File: src/rtl/fetch_stage_buffered_pkg.sv
// Shared fetch-stage definitions: machine word/instruction widths and fetch defaults.
package fetch_stage_buffered_pkg;

  localparam int unsigned WORD                 = 64;
  localparam int unsigned INSTR_LEN            = 32;
  localparam int unsigned FETCH_QDEPTH_DEFAULT = 4;
  localparam logic [WORD-1:0] RESET_PC_DEFAULT = '0;

endpackage

File: src/rtl/fetch_queue.sv
// Prefetch queue: synchronous FIFO of {pc, instr} pairs with push/pop/flush.
// Head entry is read combinationally; flush empties the queue and overrides push/pop.
module fetch_queue #(
  parameter int unsigned DEPTH   = 4,
  parameter int unsigned PC_W    = 64,
  parameter int unsigned INSTR_W = 32
) (
  input  logic                     clk,
  input  logic                     reset,
  input  logic                     flush,
  input  logic                     push,
  input  logic [PC_W-1:0]          push_pc,
  input  logic [INSTR_W-1:0]       push_instr,
  input  logic                     pop,
  output logic [PC_W-1:0]          head_pc,
  output logic [INSTR_W-1:0]       head_instr,
  output logic [$clog2(DEPTH):0]   count,
  output logic                     empty,
  output logic                     full
);

  localparam int unsigned AW = $clog2(DEPTH);

  logic [PC_W-1:0]    pc_mem    [DEPTH];
  logic [INSTR_W-1:0] instr_mem [DEPTH];
  logic [AW-1:0]      wr_ptr;
  logic [AW-1:0]      rd_ptr;
  logic               do_push;
  logic               do_pop;

  assign empty      = (count == '0);
  assign full       = (count == (AW+1)'(DEPTH));
  assign do_push    = push && !flush && !full;
  assign do_pop     = pop && !flush && !empty;
  assign head_pc    = pc_mem[rd_ptr];
  assign head_instr = instr_mem[rd_ptr];

  // Pointer/count bookkeeping and entry storage; storage is cleared only by reset.
  always_ff @(posedge clk or posedge reset) begin
    if (reset) begin
      wr_ptr <= '0;
      rd_ptr <= '0;
      count  <= '0;
      for (int i = 0; i < int'(DEPTH); i++) begin
        pc_mem[i]    <= '0;
        instr_mem[i] <= '0;
      end
    end else if (flush) begin
      wr_ptr <= '0;
      rd_ptr <= '0;
      count  <= '0;
    end else begin
      if (do_push) begin
        pc_mem[wr_ptr]    <= push_pc;
        instr_mem[wr_ptr] <= push_instr;
        wr_ptr            <= wr_ptr + AW'(1);
      end
      if (do_pop) begin
        rd_ptr <= rd_ptr + AW'(1);
      end
      case ({do_push, do_pop})
        2'b10:   count <= count + (AW+1)'(1);
        2'b01:   count <= count - (AW+1)'(1);
        default: count <= count;
      endcase
    end
  end

endmodule

File: src/rtl/fetch_stage_buffered.sv
// Decoupled instruction-fetch front end: one request per cycle to a 1-cycle-latency
// instruction memory, responses buffered in a prefetch queue drained by decode.
// A redirect flushes the queue, kills the in-flight read and restarts at the target.
module fetch_stage_buffered
  import fetch_stage_buffered_pkg::*;
#(
  parameter int unsigned       WORD_W   = WORD,
  parameter int unsigned       INSTR_W  = INSTR_LEN,
  parameter int unsigned       STEP     = 4,
  parameter logic [WORD_W-1:0] RESET_PC = WORD_W'(RESET_PC_DEFAULT),
  parameter int unsigned       QDEPTH   = FETCH_QDEPTH_DEFAULT
) (
  input  logic               clk,
  input  logic               reset,
  input  logic               redirect_valid,
  input  logic [WORD_W-1:0]  redirect_target,
  output logic               imem_req,
  output logic [WORD_W-1:0]  imem_addr,
  input  logic [INSTR_W-1:0] imem_rdata,
  output logic               out_valid,
  input  logic               out_ready,
  output logic [INSTR_W-1:0] out_instr,
  output logic [WORD_W-1:0]  out_pc,
  output logic [WORD_W-1:0]  out_pc_next
);

  localparam int unsigned CW = $clog2(QDEPTH) + 1;

  logic [WORD_W-1:0] fetch_pc;
  logic [WORD_W-1:0] fetch_pc_next;
  logic [WORD_W-1:0] pc_plus_step;
  logic [WORD_W-1:0] redirect_pc;
  logic              inflight;
  logic [WORD_W-1:0] inflight_pc;
  logic [CW-1:0]     q_count;
  logic              q_empty;
  logic              q_full;
  logic [CW:0]       occupancy;
  logic              issue;
  logic              push;
  logic              pop;
  logic              unused_target_bits;

  // Redirect targets are word-aligned by discarding the low two bits.
  assign redirect_pc        = {redirect_target[WORD_W-1:2], 2'b00};
  assign unused_target_bits = ^redirect_target[1:0];
  assign pc_plus_step       = fetch_pc + WORD_W'(STEP);

  // Credit counts buffered entries plus the read in flight; a same-cycle pop is not credited.
  assign occupancy = {1'b0, q_count} + {{CW{1'b0}}, inflight};
  assign issue     = !reset && !redirect_valid && !q_full && (occupancy < (CW+1)'(QDEPTH));

  assign push = inflight && !redirect_valid;
  assign pop  = out_valid && out_ready && !redirect_valid;

  assign imem_req    = issue;
  assign imem_addr   = fetch_pc;
  assign out_valid   = !q_empty;
  assign out_pc_next = out_pc + WORD_W'(STEP);

  // Next fetch PC: redirect wins, otherwise advance only when a request goes out.
  always_comb begin
    fetch_pc_next = fetch_pc;
    if (redirect_valid) begin
      fetch_pc_next = redirect_pc;
    end else if (issue) begin
      fetch_pc_next = pc_plus_step;
    end
  end

  // Fetch PC and in-flight read tracking; a redirect never issues, so it also kills inflight.
  always_ff @(posedge clk or posedge reset) begin
    if (reset) begin
      fetch_pc    <= RESET_PC;
      inflight    <= 1'b0;
      inflight_pc <= '0;
    end else begin
      fetch_pc <= fetch_pc_next;
      inflight <= issue;
      if (issue) begin
        inflight_pc <= fetch_pc;
      end
    end
  end

  fetch_queue #(
    .DEPTH   (QDEPTH),
    .PC_W    (WORD_W),
    .INSTR_W (INSTR_W)
  ) u_queue (
    .clk        (clk),
    .reset      (reset),
    .flush      (redirect_valid),
    .push       (push),
    .push_pc    (inflight_pc),
    .push_instr (imem_rdata),
    .pop        (pop),
    .head_pc    (out_pc),
    .head_instr (out_instr),
    .count      (q_count),
    .empty      (q_empty),
    .full       (q_full)
  );

endmodule

File: config.mk
export PLATFORM = sky130hd
export DESIGN_NAME = fetch_stage_buffered
export DESIGN_NICKNAME = d
export VERILOG_FILES = /design/src/rtl/fetch_stage_buffered_pkg.sv /design/src/rtl/fetch_queue.sv /design/src/rtl/fetch_stage_buffered.sv
export SDC_FILE = /design/constraint.sdc
export NUM_CORES = 1
export LEC_CHECK = 0
export ABC_AREA = 1
export BUFFER_PORTS_ARGS = -buffer_cell sky130_fd_sc_hd__buf_2
export CAP_MARGIN = 30
export CORE_UTILIZATION = 40
export CTS_BUF_LIST = sky130_fd_sc_hd__clkbuf_16
export DETAILED_ROUTE_END_ITERATION = 16
export HOLD_SLACK_MARGIN = 0.06
export PLACE_DENSITY_LB_ADDON = 0.15
export SLEW_MARGIN = 10
export SYNTH_ARGS = -nofsm -noshare
export SYNTH_HDL_FRONTEND = slang
export SYNTH_SLANG_ARGS = --single-unit
File: constraint.sdc
create_clock -name clk -period 21.9 [get_ports clk]
set_clock_uncertainty 0.1 [all_clocks]
set_input_delay 4.38 -clock clk [delete_from_list [all_inputs] [get_ports clk]]
set_output_delay 4.38 -clock clk [all_outputs]
set_load 0.01 [all_outputs]
==> metrics.txt, run 1 <==
Gate power share 0.379; CTS Hold Buffers Added 0; post-route minimum period around 11,000 ps; P_sw 1547 µW; Crit Path Class input pin to output pin; Leak 0.01448 µW; final cell count without fillers 4,624; kind of cell adding the most delay to the critical path buffers and inverters; Filler cells 6,679; Peak Freq 92.90 MHz; hold slack final 378.8 ps; pins over their slew limit 0; Mapped Cells 3,506; vias 23,809; sw frac 0.4182; H-tree levels 2; sequential power share 0.377; crit path DAT 6280 ps; Clock Path Buffers 3; DR WL/cell ~18 µm; critical path cell sequence buf_2, inv_8, nand3_4, inv_2, buf_2; setup TNS 0 ps; Total GRT Usage 0.2517; latest clock arrival within the worst-skew pair 620 ps; DR pass1 iterations 5; area grow syn2layout 14.82%; cell area power density 123.5 nW/µm²; layout cell share with drive strength beyond 1 0.1229; CORE AREA 64,460 µm²; CP max stage cell inv_2; MaxCap Viol Count 0; cts repair resizes 0; I/O Buffers 317; run status complete, no violations; Pwr Total 3699 µW; DRC violations left 0; fin nets 3,831; max incr delay on CP 580 ps; CTS Root Cell clkbuf_16; CP bufs+invs 4; area of the mapped netlist 26,100 µm²; clock sinks just over 500; ys async rst share 1.000; clk slew on worst S/H paths 60 ps; CTS tree done; synth top area cells dfrtp_1 49%, nand2_1 18%, o21ai_0 11%, nor2_1 4.6%, nand3_1 3.6%; register bit total from synthesis 508; die width approximately 260 µm; RSZ-0062 raised after global routing false; most used cell, CP buf_2; Routed Antenna Nets 0; gpl congestion between 0.9 and 1; vias in the first global route 22,089; Setup violations, final 0; critical path capture point type output pin; most instantiated library cell after synthesis nand2_1; leading area contributor after synthesis dfrtp_1; # rows a little over 90; initial antenna violation count 0; remaining global-route overflow 0; I/O pin cnt 326; full die area ~66,000 µm²; initial core utilization 0.4048; vias per cell 5.149; WP data required 17,420 ps; relative slew slack 0.3466; postcts setup bufs 0; dpl cells 4,520; EDFF count, synth 0; Peak VDD IR 0.06696 mV; clock network power share 0.243; most frequent cells after synthesis 1,256 x nand2_1, 548 x o21ai_0, 508 x dfrtp_1; Slew @ Worst Pin around 980 ps; CTS buffer count 55; largest net degree at the start of global routing 128; Die Ht 257.4 µm; CP Launch Type input pin; global-route wire length before repair 130,800 µm; Mapped Avg Cell Area 7.443 µm²; post-synth cell types 37; register area share after synthesis 0.4871; area share of the largest cell type after synthesis 0.4871; WL final 84,140 µm; dpl hpwl ~58,000 µm; DR iter-0 viols ~2,300; hold violation count in the final report 0; Syn. warnings 0; P_int 2152 µW; CP max FO about 110; top_reg_cell synth dfrtp_1; final worst path period share 0.4915; class of the worst hold path flop to flop
[routing by layer]
metal	wire length, µm	track usage	vias to the layer above	share of wire
met4	2202	0.07413	0	0.026
met1	41020	0.3831	11242	0.49
li1	-	-	11702	-
met5	0	0	-	0
met2	36030	0.3705	743	0.43
met3	4893	0.03260	122	0.058
[layout by cell type (no fill, tap or decap), types with 25 or more instances in the layout]
cell,Yosys,final
clkbuf_16,0,56
buf_2,71,317
nand2_1,1256,1252
nand4_1,25,25
inv_1,220,232
xor2_1,70,70
o21ai_0,548,548
o22ai_1,33,33
nor2_1,320,320
dfrtp_1,508,506
a22oi_1,54,54
nand3_1,187,186
[power groups by stage]
stage / Sequential (µW) / Combinational, µW / Clock [µW]
5_1_grt: 1420 / 1570 / 960
3_5_place_dp: 1400 / 1400 / 0
3_3_place_gp: 1400 / 1380 / 0
2_1_floorplan: 1330 / 873 / 0
4_1_cts: 1390 / 1400 / 922
6_report: 1400 / 1400 / 900
[state kept, by name, indices dropped and copies added, names as in the netlist]
name,flops
u_queue.count,3
imem_addr,62
inflight,1
u_queue.instr_mem,128
u_queue.rd_ptr,2
u_queue.wr_ptr,2
inflight_pc,62
u_queue.pc_mem,248
[final timing paths]
check / from / endpoint / slack (ps) / cells past startpoint
max in group asynchronous: reset / u_queue.pc_mem[165] / 15020 / 6
worst max register to register: u_queue.count[0] / u_queue.pc_mem[223] / 18890 / 6
min in group asynchronous: reset / u_queue.instr_mem[103] / 3810 / 2
worst min-delay path: u_queue.pc_mem[98] / u_queue.pc_mem[98] / 380 / 2
worst min register to register: u_queue.pc_mem[98] / u_queue.pc_mem[98] / 380 / 2
worst max-delay path: reset / imem_req / 11140 / 5
[kinds of logic after synthesis]
| logic type | Yosys count | synth area share |
|---|---|---|
| compound gates | 656 | 0.1343 |
| xor+xnor | 76 | 0.02551 |
| other cells | 1 | 0.0001437 |
| buf+inv | 412 | 0.06670 |
| fa+ha+maj | 7 | 0.003644 |
| flops | 508 | 0.4871 |
| simple gates | 1846 | 0.2826 |
[tightest hold or removal path: stages (launching register included)]
cell and delay, ps:
dfrtp_1 340, nand2_1 50, o21ai_0 60
[stage by stage]
stage | area [µm²] | worst slack (ps) | util
after floorplan | 26110 | 838.8 | -
after global placement | 28110 | 11120 | 0.4360
after detailed placement | 28180 | 11090 | 0.4372
after CTS | 29910 | 11100 | 0.4640
after global routing | 29960 | 10940 | 0.4647
final | 29960 | 11140 | 0.4648
[cell type report]
cell class,instances,area [µm²],share of cell area
clock inverters,44,326.6,0.01090
diodes,2,5.005,0.0001670
multi-input cells,2591,11710,0.3908
flip-flops and latches,508,12720,0.4245
clock buffers,56,1401,0.04677
well taps,855,1070,0.03571
inverters,224,855.8,0.02856
repair buffers,344,1874,0.06256
Note: power is estimated with default switching activity, not from simulation.
==> run 2: changes to the inputs <==
==> constraint.sdc (replaced) <==
create_clock -name clk -period 10.84 [get_ports clk]
set_clock_uncertainty 0.1 [all_clocks]
set_input_delay 2.168 -clock clk [delete_from_list [all_inputs] [get_ports clk]]
set_output_delay 2.168 -clock clk [all_outputs]
set_load 0.01 [all_outputs]
==> run 2 against run 1 <==
  * Worst setup slack worse by 7400 ps
  * Non-clock buffer count up 6
  * Via count about the same
  * Global-route usage up 0.070 points
  * Critical path depth up 8
  * Sequential share of layout area down 0.081 points
  * Final cell count about the same
  * Die area unchanged
  * First-iteration DRC count down 0.22%
  * Total power up 100%
  * Clock power up 96%
==> metrics.txt, run 2 (same netlist as run 1, synthesis figures left out) <==
run status complete, no violations; I/O Buffers 317 (unchanged); Largest regs u_queue.pc_mem: 248 flops, u_queue.instr_mem: 128 flops; hold violation count in the final report 0 (unchanged); pins over their slew limit 0 (unchanged); DR iter-0 viols 2,276 (-0.22%); hold slack final 380.8 ps (+1.962 ps); final cell count without fillers 4,623 (-0.022%); postcts setup bufs 0 (unchanged); Clock Path Buffers 3 (unchanged); RSZ-0062 raised after global routing false; Peak Freq 140.1 MHz; CTS buffer count 54 (-1.8%); global-route wire length before repair 131,000 µm (+0.14%); cts repair resizes 0 (unchanged); Leak 0.01448 µW (about the same); DR WL/cell 18.27 µm (+0.40%); Routed Antenna Nets 0 (unchanged); clk slew on worst S/H paths 60 ps (about the same); CP max stage cell buf_4; die width 257.4 µm (unchanged); max FFs per register 248 (unchanged); Finished Core Util 0.4657 (+0.0008930); commonest non-fill, non-tap cell in the layout nand2_1; area grow syn2layout 15.04%; CTS Root Cell clkbuf_16; crit path DAT 4870 ps (-1410 ps); dpl cells 4,520 (unchanged); dpl hpwl 57,950 µm (+0.39%); CP Launch Type flop; WL final 84,460 µm (+0.38%); initial core utilization 0.4048 (unchanged); # diodes 0 (-2); critical path cell sequence buf_12, inv_6, buf_4, o211ai_1, nand2_1, ha_1, nand2_1, nor2_2, nand2_1, nor2_4, nand2_1, xor2_1, buf_2; CORE AREA 64,460 µm² (unchanged); gpl congestion 0.9471 (-0.22%); most frequent cells in the layout 1,252 x nand2_1, 548 x o21ai_0, 506 x dfrtp_1; CTS Hold Buffers Added 0 (unchanged); MaxCap Viol Count 0 (unchanged); latest clock arrival within the worst-skew pair 610 ps (about the same); Crit Path Class flop to output pin; vias in the first global route 22,176 (+0.39%); clock sinks 508 (unchanged); fin nets 3,836 (+0.13%); class of the worst hold path flop to flop; largest net degree at the start of global routing 192 (+50%); Setup violations, final 0 (unchanged); full die area 66,260 µm² (unchanged); WP data required 8570 ps (-8850 ps); CP max FO 191 (+71%); most used cell, CP nand2_1; post-route minimum period slightly above 7000 ps; remaining global-route overflow 0 (unchanged); Die Ht 257.4 µm (unchanged); cell area power density 247.1 nW/µm² (+100%); Biggest register u_queue.pc_mem; layout cell share with drive strength beyond 1 0.1242 (+0.001294); vias per cell 5.151 (about the same); Slew @ Worst Pin 964.6 ps (-15.56 ps); initial antenna violation count 0 (unchanged); critical path capture point type output pin; max incr delay on CP 730 ps (+150 ps); Peak VDD IR 0.1404 mV (+110%); # rows 93 (unchanged); I/O pin cnt 326 (unchanged); Total GRT Usage 0.2524 (+0.0007033); relative slew slack 0.3569 (+0.01037); vias 23,811 (+0.0084%); DR pass1 iterations 6 (+1); CTS tree done; DRC violations left 0 (unchanged); final worst path period share 0.6586; H-tree levels 2 (unchanged)
[run 2: changes by cell type in the layout (fill, tap and decap cells not counted), sizes merged]
cell      previous run  this run
inv                238       231
buf                344       350
bufinv               5         4
clkinv              25        28
diode                2         0
clkbuf              56        54
clkinvlp             0         2
[run 2: power by group]
group	internal [µW]	switching (µW)	total [µW]
logic	896	1980	2880
registers	2410	377	2780
clock network	993	765	1760
total	4300	3120	7420
[run 2: worst max-delay path, delay by kind of cell (launching register included)]
family | cells | cell delay, ps
AND/OR/NAND/NOR | 6 | 1350
flip-flops | 1 | 480
adder cells (fa/ha/maj) | 1 | 350
buffers and inverters | 4 | 1710
XOR/XNOR | 1 | 150
AO/OA/AOI/OAI | 1 | 160
[run 2: layer usage]
layer | track usage | routed length, µm
met5 | 0 | 0
met4 | 0.07873 | 2530
met1 | 0.3793 | 40160
met2 | 0.3705 | 36250
met3 | 0.03940 | 5528
[run 2: metrics by stage]
stage	worst slack, ps	setup TNS (ps)	area, µm²	power [µW]
CTS	3570	0	29810	7460
finish	3701	0	30020	7418
detailed placement	4241	0	28160	5673
global placement	4295	0	28130	5635
global route	3419	0	30020	7933
floorplan	-1997	-12340	26120	4457
[run 2: layout make-up]
type                    count  area, µm²
fillers                  6735      34450
flip-flops and latches    508      12720
multi-input cells        2591      11710
repair buffers            350       2019
clock buffers              54       1351
well taps                 855       1070
inverters                 224      852.1
clock inverters            41      297.8
[run 2: worst paths after layout]
kind,from,to,slack [ps],depth (start not counted)
max in group asynchronous,reset,u_queue.pc_mem[173],6690,7
min reg2reg,u_queue.instr_mem[76],u_queue.instr_mem[76],380,2
min,u_queue.instr_mem[76],u_queue.instr_mem[76],380,2
min in group asynchronous,reset,u_queue.instr_mem[29],1790,3
max reg2reg,u_queue.count[0],u_queue.pc_mem[88],7730,7
max,u_queue.rd_ptr[0],out_pc_next[32],3700,13
